--- src/rtl/i2s_stereo_dac_transmitter_if.sv ---
// Sample handshake plus I2S pin bundle for i2s_stereo_dac_transmitter.
// slave is the transmitter's view; master is the producer/DAC side.
interface i2s_stereo_dac_transmitter_if #(
    parameter int unsigned w_sample = 16
);
    logic                       in_valid;
    logic                       in_ready;
    logic signed [w_sample-1:0] in_left;
    logic signed [w_sample-1:0] in_right;
    logic                       mclk;
    logic                       bclk;
    logic                       lrclk;
    logic                       sdata;
    logic                       underrun;

    modport master (
        output in_valid, in_left, in_right,
        input  in_ready, mclk, bclk, lrclk, sdata, underrun
    );

    modport slave (
        input  in_valid, in_left, in_right,
        output in_ready, mclk, bclk, lrclk, sdata, underrun
    );
endinterface

--- src/rtl/i2s_stereo_dac_transmitter.sv ---
// I2S master transmitter for a stereo DAC: derives MCLK/BCLK/LRCLK from clk and serialises sample pairs.
// Define I2S_TX_UNDERRUN_REPEAT_EN to replay the last played pair on underrun instead of silence.
module i2s_stereo_dac_transmitter #(
    parameter int unsigned clk_mhz  = 100,
    parameter int unsigned w_sample = 16,
    parameter int unsigned bclk_div = 16
) (
    input logic                         clk,
    input logic                         rst,
    i2s_stereo_dac_transmitter_if.slave bus
);
    if (clk_mhz == 0) begin : g_bad_clk_mhz
        $error("clk_mhz must be non-zero");
    end
    if (w_sample < 8 || w_sample > 31) begin : g_bad_w_sample
        $error("w_sample must be in 8..31");
    end
    if (bclk_div < 4 || (bclk_div % 4) != 0) begin : g_bad_bclk_div
        $error("bclk_div must be a multiple of 4 and at least 4");
    end

    localparam int unsigned   DW       = $clog2(bclk_div);
    localparam int unsigned   Q        = bclk_div / 4;
    localparam logic [DW-1:0] DIV_LAST = DW'(bclk_div - 1);
    localparam logic [DW-1:0] MCLK_T1  = DW'(Q - 1);
    localparam logic [DW-1:0] MCLK_T2  = DW'(2 * Q - 1);
    localparam logic [DW-1:0] MCLK_T3  = DW'(3 * Q - 1);

    typedef enum logic {HOLD_EMPTY, HOLD_FULL} hold_state_t;

    hold_state_t         hold_state;
    hold_state_t         hold_state_next;
    logic [DW-1:0]       div_cnt;
    logic                mclk_armed;
    logic [5:0]          bit_cnt;
    logic [5:0]          bit_next;
    logic [63:0]         shift_frame;
    logic [63:0]         load_frame;
    logic [63:0]         underrun_frame;
    logic [w_sample-1:0] hold_left;
    logic [w_sample-1:0] hold_right;
    logic                div_wrap;
    logic                mclk_edge;
    logic                fall_tick;
    logic                frame_start;
    logic                transfer;

    // Slot layout per half-frame: one idle bit, the sample MSB first, then zero padding to 32 bits.
    function automatic logic [63:0] make_frame(input logic [w_sample-1:0] l,
                                               input logic [w_sample-1:0] r);
        logic [31:0] half_l;
        logic [31:0] half_r;
        half_l = '0;
        half_r = '0;
        half_l[30 -: w_sample] = l;
        half_r[30 -: w_sample] = r;
        return {half_l, half_r};
    endfunction

`ifdef I2S_TX_UNDERRUN_REPEAT_EN
    logic [w_sample-1:0] last_left;
    logic [w_sample-1:0] last_right;

    always_ff @(posedge clk) begin
        if (rst) begin
            last_left  <= '0;
            last_right <= '0;
        end else if (frame_start && hold_state == HOLD_FULL) begin
            last_left  <= hold_left;
            last_right <= hold_right;
        end
    end

    always_comb underrun_frame = make_frame(last_left, last_right);
`else
    always_comb underrun_frame = '0;
`endif

    assign bus.in_ready = (hold_state == HOLD_EMPTY) && !rst;

    always_comb begin
        div_wrap    = (div_cnt == DIV_LAST);
        mclk_edge   = (div_cnt == MCLK_T1) || (div_cnt == MCLK_T2) ||
                      (div_cnt == MCLK_T3) || div_wrap;
        fall_tick   = div_wrap && bus.bclk;
        bit_next    = bit_cnt + 6'd1;
        frame_start = fall_tick && (bit_cnt == 6'd63);
        transfer    = bus.in_valid && bus.in_ready;
        load_frame  = (hold_state == HOLD_FULL) ? make_frame(hold_left, hold_right)
                                                : underrun_frame;

        hold_state_next = hold_state;
        case (hold_state)
            HOLD_EMPTY: if (transfer)    hold_state_next = HOLD_FULL;
            HOLD_FULL:  if (frame_start) hold_state_next = HOLD_EMPTY;
            default:                     hold_state_next = HOLD_EMPTY;
        endcase
    end

    always_ff @(posedge clk) begin
        if (rst) hold_state <= HOLD_EMPTY;
        else     hold_state <= hold_state_next;
    end

    always_ff @(posedge clk) begin
        if (rst) begin
            div_cnt      <= '0;
            mclk_armed   <= 1'b0;
            bit_cnt      <= '1;
            shift_frame  <= '0;
            hold_left    <= '0;
            hold_right   <= '0;
            bus.mclk     <= 1'b0;
            bus.bclk     <= 1'b0;
            bus.lrclk    <= 1'b0;
            bus.sdata    <= 1'b0;
            bus.underrun <= 1'b0;
        end else begin
            div_cnt <= div_wrap ? '0 : div_cnt + DW'(1);
            if (div_wrap) bus.bclk <= ~bus.bclk;

            // The first MCLK toggle point after reset is skipped so MCLK rises together with BCLK.
            if (mclk_edge) begin
                mclk_armed <= 1'b1;
                if (mclk_armed) bus.mclk <= ~bus.mclk;
            end

            bus.underrun <= frame_start && (hold_state == HOLD_EMPTY);

            if (transfer) begin
                hold_left  <= bus.in_left;
                hold_right <= bus.in_right;
            end

            if (fall_tick) begin
                bit_cnt   <= bit_next;
                bus.lrclk <= bit_next[5];
                if (frame_start) begin
                    bus.sdata   <= load_frame[63];
                    shift_frame <= {load_frame[62:0], 1'b0};
                end else begin
                    bus.sdata   <= shift_frame[63];
                    shift_frame <= {shift_frame[62:0], 1'b0};
                end
            end
        end
    end
endmodule
--- src/flat_wrapper.sv ---
// flat-port wrapper written by rule: the top's interface ports become plain ports
module i2s_stereo_dac_transmitter_flat 
#(
    parameter int unsigned clk_mhz  = 100,
    parameter int unsigned w_sample = 16,
    parameter int unsigned bclk_div = 16
)
  (clk, rst, bus_in_valid, bus_in_left, bus_in_right, bus_in_ready, bus_mclk, bus_bclk, bus_lrclk, bus_sdata, bus_underrun);
  i2s_stereo_dac_transmitter_if #(.w_sample(w_sample)) bus_i ();
  input logic clk;
  input logic rst;
  input wire logic [$bits(bus_i.in_valid)-1:0] bus_in_valid;
  input wire logic [$bits(bus_i.in_left)-1:0] bus_in_left;
  input wire logic [$bits(bus_i.in_right)-1:0] bus_in_right;
  output wire logic [$bits(bus_i.in_ready)-1:0] bus_in_ready;
  output wire logic [$bits(bus_i.mclk)-1:0] bus_mclk;
  output wire logic [$bits(bus_i.bclk)-1:0] bus_bclk;
  output wire logic [$bits(bus_i.lrclk)-1:0] bus_lrclk;
  output wire logic [$bits(bus_i.sdata)-1:0] bus_sdata;
  output wire logic [$bits(bus_i.underrun)-1:0] bus_underrun;
  assign bus_i.in_valid = bus_in_valid;
  assign bus_i.in_left = bus_in_left;
  assign bus_i.in_right = bus_in_right;
  assign bus_in_ready = bus_i.in_ready;
  assign bus_mclk = bus_i.mclk;
  assign bus_bclk = bus_i.bclk;
  assign bus_lrclk = bus_i.lrclk;
  assign bus_sdata = bus_i.sdata;
  assign bus_underrun = bus_i.underrun;
  i2s_stereo_dac_transmitter #(.clk_mhz(clk_mhz), .w_sample(w_sample), .bclk_div(bclk_div)) u_core (.clk(clk), .rst(rst), .bus(bus_i));
endmodule
--- config.mk ---
export PLATFORM = sky130hd
export DESIGN_NAME = i2s_stereo_dac_transmitter_flat
export DESIGN_NICKNAME = d
export VERILOG_FILES = /design/src/rtl/i2s_stereo_dac_transmitter_if.sv /design/src/rtl/i2s_stereo_dac_transmitter.sv /design/src/flat_wrapper.sv
export SDC_FILE = /design/constraint.sdc
export NUM_CORES = 1
export LEC_CHECK = 0
export BUFFER_PORTS_ARGS = -buffer_cell sky130_fd_sc_hd__buf_2
export CORE_MARGIN = 5
export CORE_UTILIZATION = 60
export DETAILED_ROUTE_END_ITERATION = 7
export GPL_ROUTABILITY_DRIVEN = 0
export PLACE_DENSITY = 0.91
export SETUP_SLACK_MARGIN = 0.3
export SYNTH_ARGS = -nofsm -noshare
export SYNTH_HDL_FRONTEND = slang
export SYNTH_SLANG_ARGS = --single-unit
--- constraint.sdc ---
create_clock -name clk -period 3.38 [get_ports clk]
set_clock_uncertainty 0.1 [all_clocks]
set_input_delay 0 -clock clk [delete_from_list [all_inputs] [get_ports clk]]
set_output_delay 0 -clock clk [all_outputs]
set_load 0.02 [all_outputs]
==> qor.yml, run 1 <==
clocking:
  postCtsSetupRepairBufs: 0
  clk_latency_ps: 370
  postCtsHoldBufs: 33
  clock-root-buffer: "clkbuf_8"
  cts_tree: "done"
  htreeDepth: 3
  path_clk_slew_ps: 100
  cts_buffer_depth: 2
  clock_sinks: 97
  ctsResizeCount: 0
  cts_buffers: 9
setup_path:
  cp-end-kind: "register"
  crit_slowest_cell: "nor4_4"
  critPathKind: "register to register"
  cp-start-kind: "register"
  crit_arrival_ps: 2400
  crit_fanout: 20
  cp.required_ps: 3590
  r2r_slack_ps: 1190
  path_cells: "ha_1 -> nand3_2 -> nor4_4 -> a221o_1"
  slowest_delay_ps: 820
timing:
  fin_crit_sh_pct: 64.90
  maxSlewViolCount: 0
  setup_tns_ps: 0
  grt_setup_unrepaired: "no"
  fin_ws_ps: 1186
  relSlewSlack_pct: 37.06
  tightest_slew_ps: 942.7
  setup_viol: 0
  hold_viol: 0
  max_clock_freq_mhz: 455.9
  fin_crit_ps: 2194
hold_path:
  min_path_type: "input port to register"
global_route:
  grt_overflow: 0
  grt_pass1_vias: 3580
  grt_pass1_wl_um: 16770
  grt_antenna_before_repair: 0
  track_usage_pct: 24.72
  grt_start_max_net_pins: 65
synth:
  yosysUniqueCellTypes: 39
  synthFlopType: "dfxtp_1"
  synth_top_area_cell: "dfxtp_1"
  synth.area.top_cells: "dfxtp_1 (50%), nand2_1 (8.5%), o21ai_1 (6.9%)"
  synth_common_cells: "dfxtp_1 (97), nand2_1 (88), o21ai_1 (54)"
  synth_top_area_share_pct: 49.79
  yosys_register_bits: 97
  syn_avg_cell_area_um2: 8.609
  yosys.cell_count.top_type: "dfxtp_1"
  synth_cells: 453
  synthArstFlopShare_pct: 0
  syn_area_um2: 3900
  ys.warnings.count: 0
  synth_fp_nets: 490
  synth_edf_count: 0
  yosysSeqAreaShare_pct: 49.79
final_layout:
  final.fill_count: 399
  multi_input_area_um2: 1757
  num_antenna_cells: 0
  drive_above_1_share_pct: 14.00
  seqCellArea_um2: 1942
  finalNetCount: 539
  syn2layout_area_growth_pct: 19.15
route:
  dr_total_vias: 3627
  drt-total-wl_um: 9945
  antenna_left: 0
  via_per_inst: 6.211
  post-route-drc-count: 0
  wl_per_cell_um: 17.03
  drt_first_iter_violations: 253
  firstDrtPassIters: 5
die:
  start_util_pct: 61.42
  die_h_um: 90.62
  coreArea_um2: 6350
  ioPinCount: 41
  dieArea_um2: 8212
  rows: 29
  die_w_um: 90.62
placed_design:
  post-place-ws_ps: 1229
  io_buffers: 40
  hpwl_um: 5094
power:
  vdd_drop_max_mv: 0.4028
  powerDensity_nw_per_um2: 490.0
  p_leak_nw: 1.748
  finalPower_mw: 2.277
run:
  cap_viol_max_count: 0
run_status:
  status: "finished, final reports clean"
[stage by stage]
step,hold slack [ps],utilization [%],area (um2),cells
detailed placement,105.1,63.86,4055,535
floorplan,14.60,-,3900,453
CTS,67.82,73.18,4647,584
global placement,97.48,63.86,4055,535
global route,117.3,73.18,4647,584
finish,89.18,73.18,4647,584
[worst paths after layout]
kind                           from                     end  depth (start not counted)
setup / recovery  u_core.bit_cnt[0]  u_core.shift_frame[19]                          4
hold / removal                  rst         u_core.bus.bclk                          2
setup reg to reg  u_core.bit_cnt[0]  u_core.shift_frame[19]                          4
hold reg to reg    u_core.bus.sdata        u_core.bus.sdata                          2
[area by class of cell]
class	instances	area share [%]
clock inverter	5	2.369
timing repair buffer	80	12.55
sequential	97	41.79
clock buffer	11	3.258
tap	77	2.073
multi-input combinational	312	37.80
inverter	2	0.1616
[layout by cell type, fill, tap and decap left out, drive strengths merged, types with 10 or more instances in the layout]
cell / instances
a21oi: 22
a221o: 14
a31oi: 18
and2: 10
and3: 10
buf: 47
clkbuf: 11
dfxtp: 97
dlygate4sd3: 33
nand2: 88
nand4: 18
o211ai: 17
o21ai: 72
[power breakdown]
part	internal [mW]	switching (mW)	total [mW]	leakage, nW
Clock	0.538	0.409	0.947	0.132
Sequential	1.17	0.0264	1.20	0.788
Combinational	0.0622	0.0680	0.130	0.828
[worst max-delay path: cells and delay by family (launching register included)]
kind,cells,cell delay (ps)
AOI/OAI and AO/OA,1,280
adders and majority gates,1,230
DFF,1,390
and+or+nand+nor,2,1140
[cells by family after synthesis]
| logic type | after synthesis | synth area share [%] |
|---|---|---|
| AND/OR/NAND/NOR | 160 | 20.66 |
| AO/OA/AOI/OAI | 146 | 22.65 |
| flip-flops | 97 | 49.79 |
| buffers and inverters | 44 | 5.357 |
| XOR/XNOR | 4 | 0.8985 |
| adder cells (fa/ha/maj) | 2 | 0.6415 |
[layer usage]
layer / global-route usage (%) / wire length (um) / up-vias
li1: - / - / 1718
met1: 30.09 / 4119 / 1724
met2: 40.62 / 4885 / 155
met3: 4.583 / 583 / 30
met4: 14.14 / 357 / 0
met5: 0 / 0 / -
[sequential cells by signal, summed over array words and instances (netlist names)]
| signal | cells |
|---|---|
| u_core.hold_state | 1 |
| u_core.bus.underrun | 1 |
| u_core.hold_right | 16 |
| u_core.bus.bclk | 1 |
| u_core.div_cnt | 4 |
| u_core.shift_frame | 48 |
| u_core.bus.lrclk | 1 |
| u_core.mclk_armed | 1 |
| u_core.bus.mclk | 1 |
| u_core.bit_cnt | 6 |
| u_core.hold_left | 16 |
| u_core.bus.sdata | 1 |
Power figures use the tool's default switching activity.
==> inputs of run 2 (changes only) <==
--- a/config.mk
+++ b/config.mk
@@ -7,10 +7,10 @@
 export LEC_CHECK = 0
 export BUFFER_PORTS_ARGS = -buffer_cell sky130_fd_sc_hd__buf_2
 export CORE_MARGIN = 5
-export CORE_UTILIZATION = 60
+export CORE_UTILIZATION = 58
 export DETAILED_ROUTE_END_ITERATION = 7
 export GPL_ROUTABILITY_DRIVEN = 0
-export PLACE_DENSITY = 0.91
+export PLACE_DENSITY = 0.89
 export SETUP_SLACK_MARGIN = 0.3
 export SYNTH_ARGS = -nofsm -noshare
 export SYNTH_HDL_FRONTEND = slang
==> constraint.sdc (replaced) <==
create_clock -name clk -period 2.2 [get_ports clk]
set_clock_uncertainty 0.1 [all_clocks]
set_input_delay 0 -clock clk [delete_from_list [all_inputs] [get_ports clk]]
set_output_delay 0 -clock clk [all_outputs]
set_load 0.02 [all_outputs]
==> qor.yml, run 2 (synthesized netlist as in run 1, its figures left out) <==
route:
  via_per_inst: 6.030  # was 6.211
  post-route-drc-count: 0  # unchanged
  dr_total_vias: 3582  # was 3627
  drt_first_iter_violations: 283  # was 253
  antenna_left: 0  # unchanged
  drt-total-wl_um: 9639  # was 9945 um
  firstDrtPassIters: 5  # unchanged
  wl_per_cell_um: 16.23  # was 17.03 um
final_layout:
  largest_reg_flops: 48  # unchanged
  finalNetCount: 549  # was 539
  final_cell_mix: "dfxtp_1 (96), nand2_1 (88), o21ai_1 (54)"  # was dfxtp_1 (97), nand2_1 (88), o21ai_1 (54)
  top_register: "u_core.shift_frame"  # unchanged
  largestRegisters: "u_core.shift_frame x48, u_core.hold_left x16, u_core.hold_right x16"  # unchanged
  syn2layout_area_growth_pct: 21.08  # was 19.15%
  final_area_um2: 4722  # was 4647 um2
  final_common_cell: "dfxtp_1"  # unchanged
  drive_above_1_share_pct: 15.67  # was 14.00%
  num_antenna_cells: 0  # unchanged
timing:
  fin_crit_ps: 1794  # was 2194 ps
  maxSlewViolCount: 0  # unchanged
  hold_slack_ps: 267.1  # was 89.18 ps
  tightest_slew_ps: 457.4  # was 942.7 ps
  max_clock_freq_mhz: 557.3  # was 455.9 MHz
  fin_crit_sh_pct: 81.56  # was 64.90%
  hold_viol: 0  # unchanged
  grt_setup_unrepaired: "no"  # unchanged
  setup_tns_ps: 0  # unchanged
  relSlewSlack_pct: 69.45  # was 37.06%
  setup_viol: 0  # unchanged
global_route:
  met1_usage_pct: 28.91  # was 30.09%
  grt_overflow: 0  # unchanged
  grt_antenna_before_repair: 0  # unchanged
  grt_use_met3_pct: 4.337  # was 4.583%
  grt_pass1_vias: 3286  # was 3580
  track_usage_pct: 22.78  # was 24.72%
  grt_start_max_net_pins: 65  # unchanged
  busiest_layer: "met2"  # unchanged
  use_met2_pct: 37.17  # was 40.62%
  grt_pass1_wl_um: 15730  # was 16770 um
setup_path:
  crit_arrival_ps: 2000  # was 2400 ps
  path_cells: "ha_4 -> nand4_4 -> nor4_4 -> buf_6 -> a221o_1"  # was ha_1 -> nand3_2 -> nor4_4 -> a221o_1
  crit_family: "simple AND/OR/NAND/NOR gates"  # unchanged
  cp_num_buf_inv: 1  # was 0
  slowest_delay_ps: 440  # was 820 ps
  cp-end-kind: "register"  # unchanged
  cp-start-kind: "register"  # unchanged
  critPathKind: "register to register"  # unchanged
  crit_fanout: 12  # was 20
  cp.required_ps: 2400  # was 3590 ps
  crit_slowest_cell: "dfxtp_1"  # was nor4_4
placed_design:
  hpwl_um: 5340  # was 5094 um
  io_buffers: 40  # unchanged
  placed_area_um2: 4128  # was 4055 um2
die:
  coreArea_um2: 6459  # was 6350 um2
  die_h_um: 92  # was 90.62 um
  dieArea_um2: 8464  # was 8212 um2
  die_w_um: 92  # was 90.62 um
  ioPinCount: 41  # unchanged
  rows: 29  # unchanged
  start_util_pct: 60.38  # was 61.42%
clocking:
  htreeDepth: 3  # unchanged
  cts_buffer_depth: 2  # unchanged
  cts_tree: "done"  # unchanged
  path_clk_slew_ps: 100  # about the same
  clock_sinks: 97  # unchanged
  postCtsSetupRepairBufs: 0  # unchanged
  clk_latency_ps: 360  # was 370 ps
  clock-root-buffer: "clkbuf_8"  # unchanged
  cts_buffers: 9  # unchanged
hold_path:
  min_path_type: "input port to register"  # unchanged
power:
  powerDensity_nw_per_um2: 703.3  # was 490.0 nW/um2
  vdd_drop_max_mv: 0.4085  # was 0.4028 mV
  p_leak_nw: 1.775  # was 1.748 nW
run:
  cap_viol_max_count: 0  # unchanged
run_status:
  status: "finished, final reports clean"  # unchanged
-- run 2: routing by layer --
layer	vias up	part of all wire (%)
met4	0	2.5
met3	25	7.2
met2	164	47
met5	-	0
li1	1748	-
met1	1645	43
-- run 2: final cells by class --
class | instances | area (um2)
clock buffer | 10 | 127.6
multi-input combinational | 313 | 1782
fill | 437 | 1737
timing repair buffer | 89 | 673.1
sequential | 97 | 1943
inverter | 2 | 7.507
clock inverter | 6 | 92.59
tap | 77 | 96.34
-- run 2: worst min-delay path, cell delays in order --
cell and delay (ps):
dlygate4sd3_1 520, buf_2 90, nand2_1 40, o21ai_1 50
-- run 2: worst paths after layout --
path                        startpoint  cells past startpoint                endpoint  slack [ps]
setup / recovery     u_core.div_cnt[0]                      5  u_core.shift_frame[21]         410
hold / removal          bus_in_left[6]                      4     u_core.hold_left[6]         270
setup reg to reg     u_core.div_cnt[0]                      5  u_core.shift_frame[21]         410
hold reg to reg   u_core.hold_right[4]                      2    u_core.hold_right[4]         360
-- run 2: stage by stage --
| step | util [%] | total power, mW | setup slack, ps | cells |
|---|---|---|---|---|
| floorplan | - | 1.965 | 547.0 | 453 |
| global placement | 63.91 | 2.023 | 313.3 | 543 |
| detailed placement | 63.91 | 2.030 | 241.0 | 543 |
| CTS | 72.63 | 3.309 | 313.4 | 593 |
| global route | 73.11 | 3.411 | 319.8 | 594 |
| finish | 73.11 | 3.321 | 405.6 | 594 |
-- run 2: repair_timing --
item / in CTS / in global routing
endpoints found under the hold margin: 40 / 0
resized for setup: 1 / 4
hold buffers: 34 / 0
pin swaps: 1 / 0
gates cloned: 0 / 1
setup endpoints to repair: 16 / 35
-- run 2: power breakdown --
group / internal, mW / total (mW) / switching (mW)
Sequential: 1.80 / 1.84 / 0.0387
Clock: 0.645 / 1.27 / 0.623
Combinational: 0.107 / 0.213 / 0.105
Total: 2.55 / 3.32 / 0.767
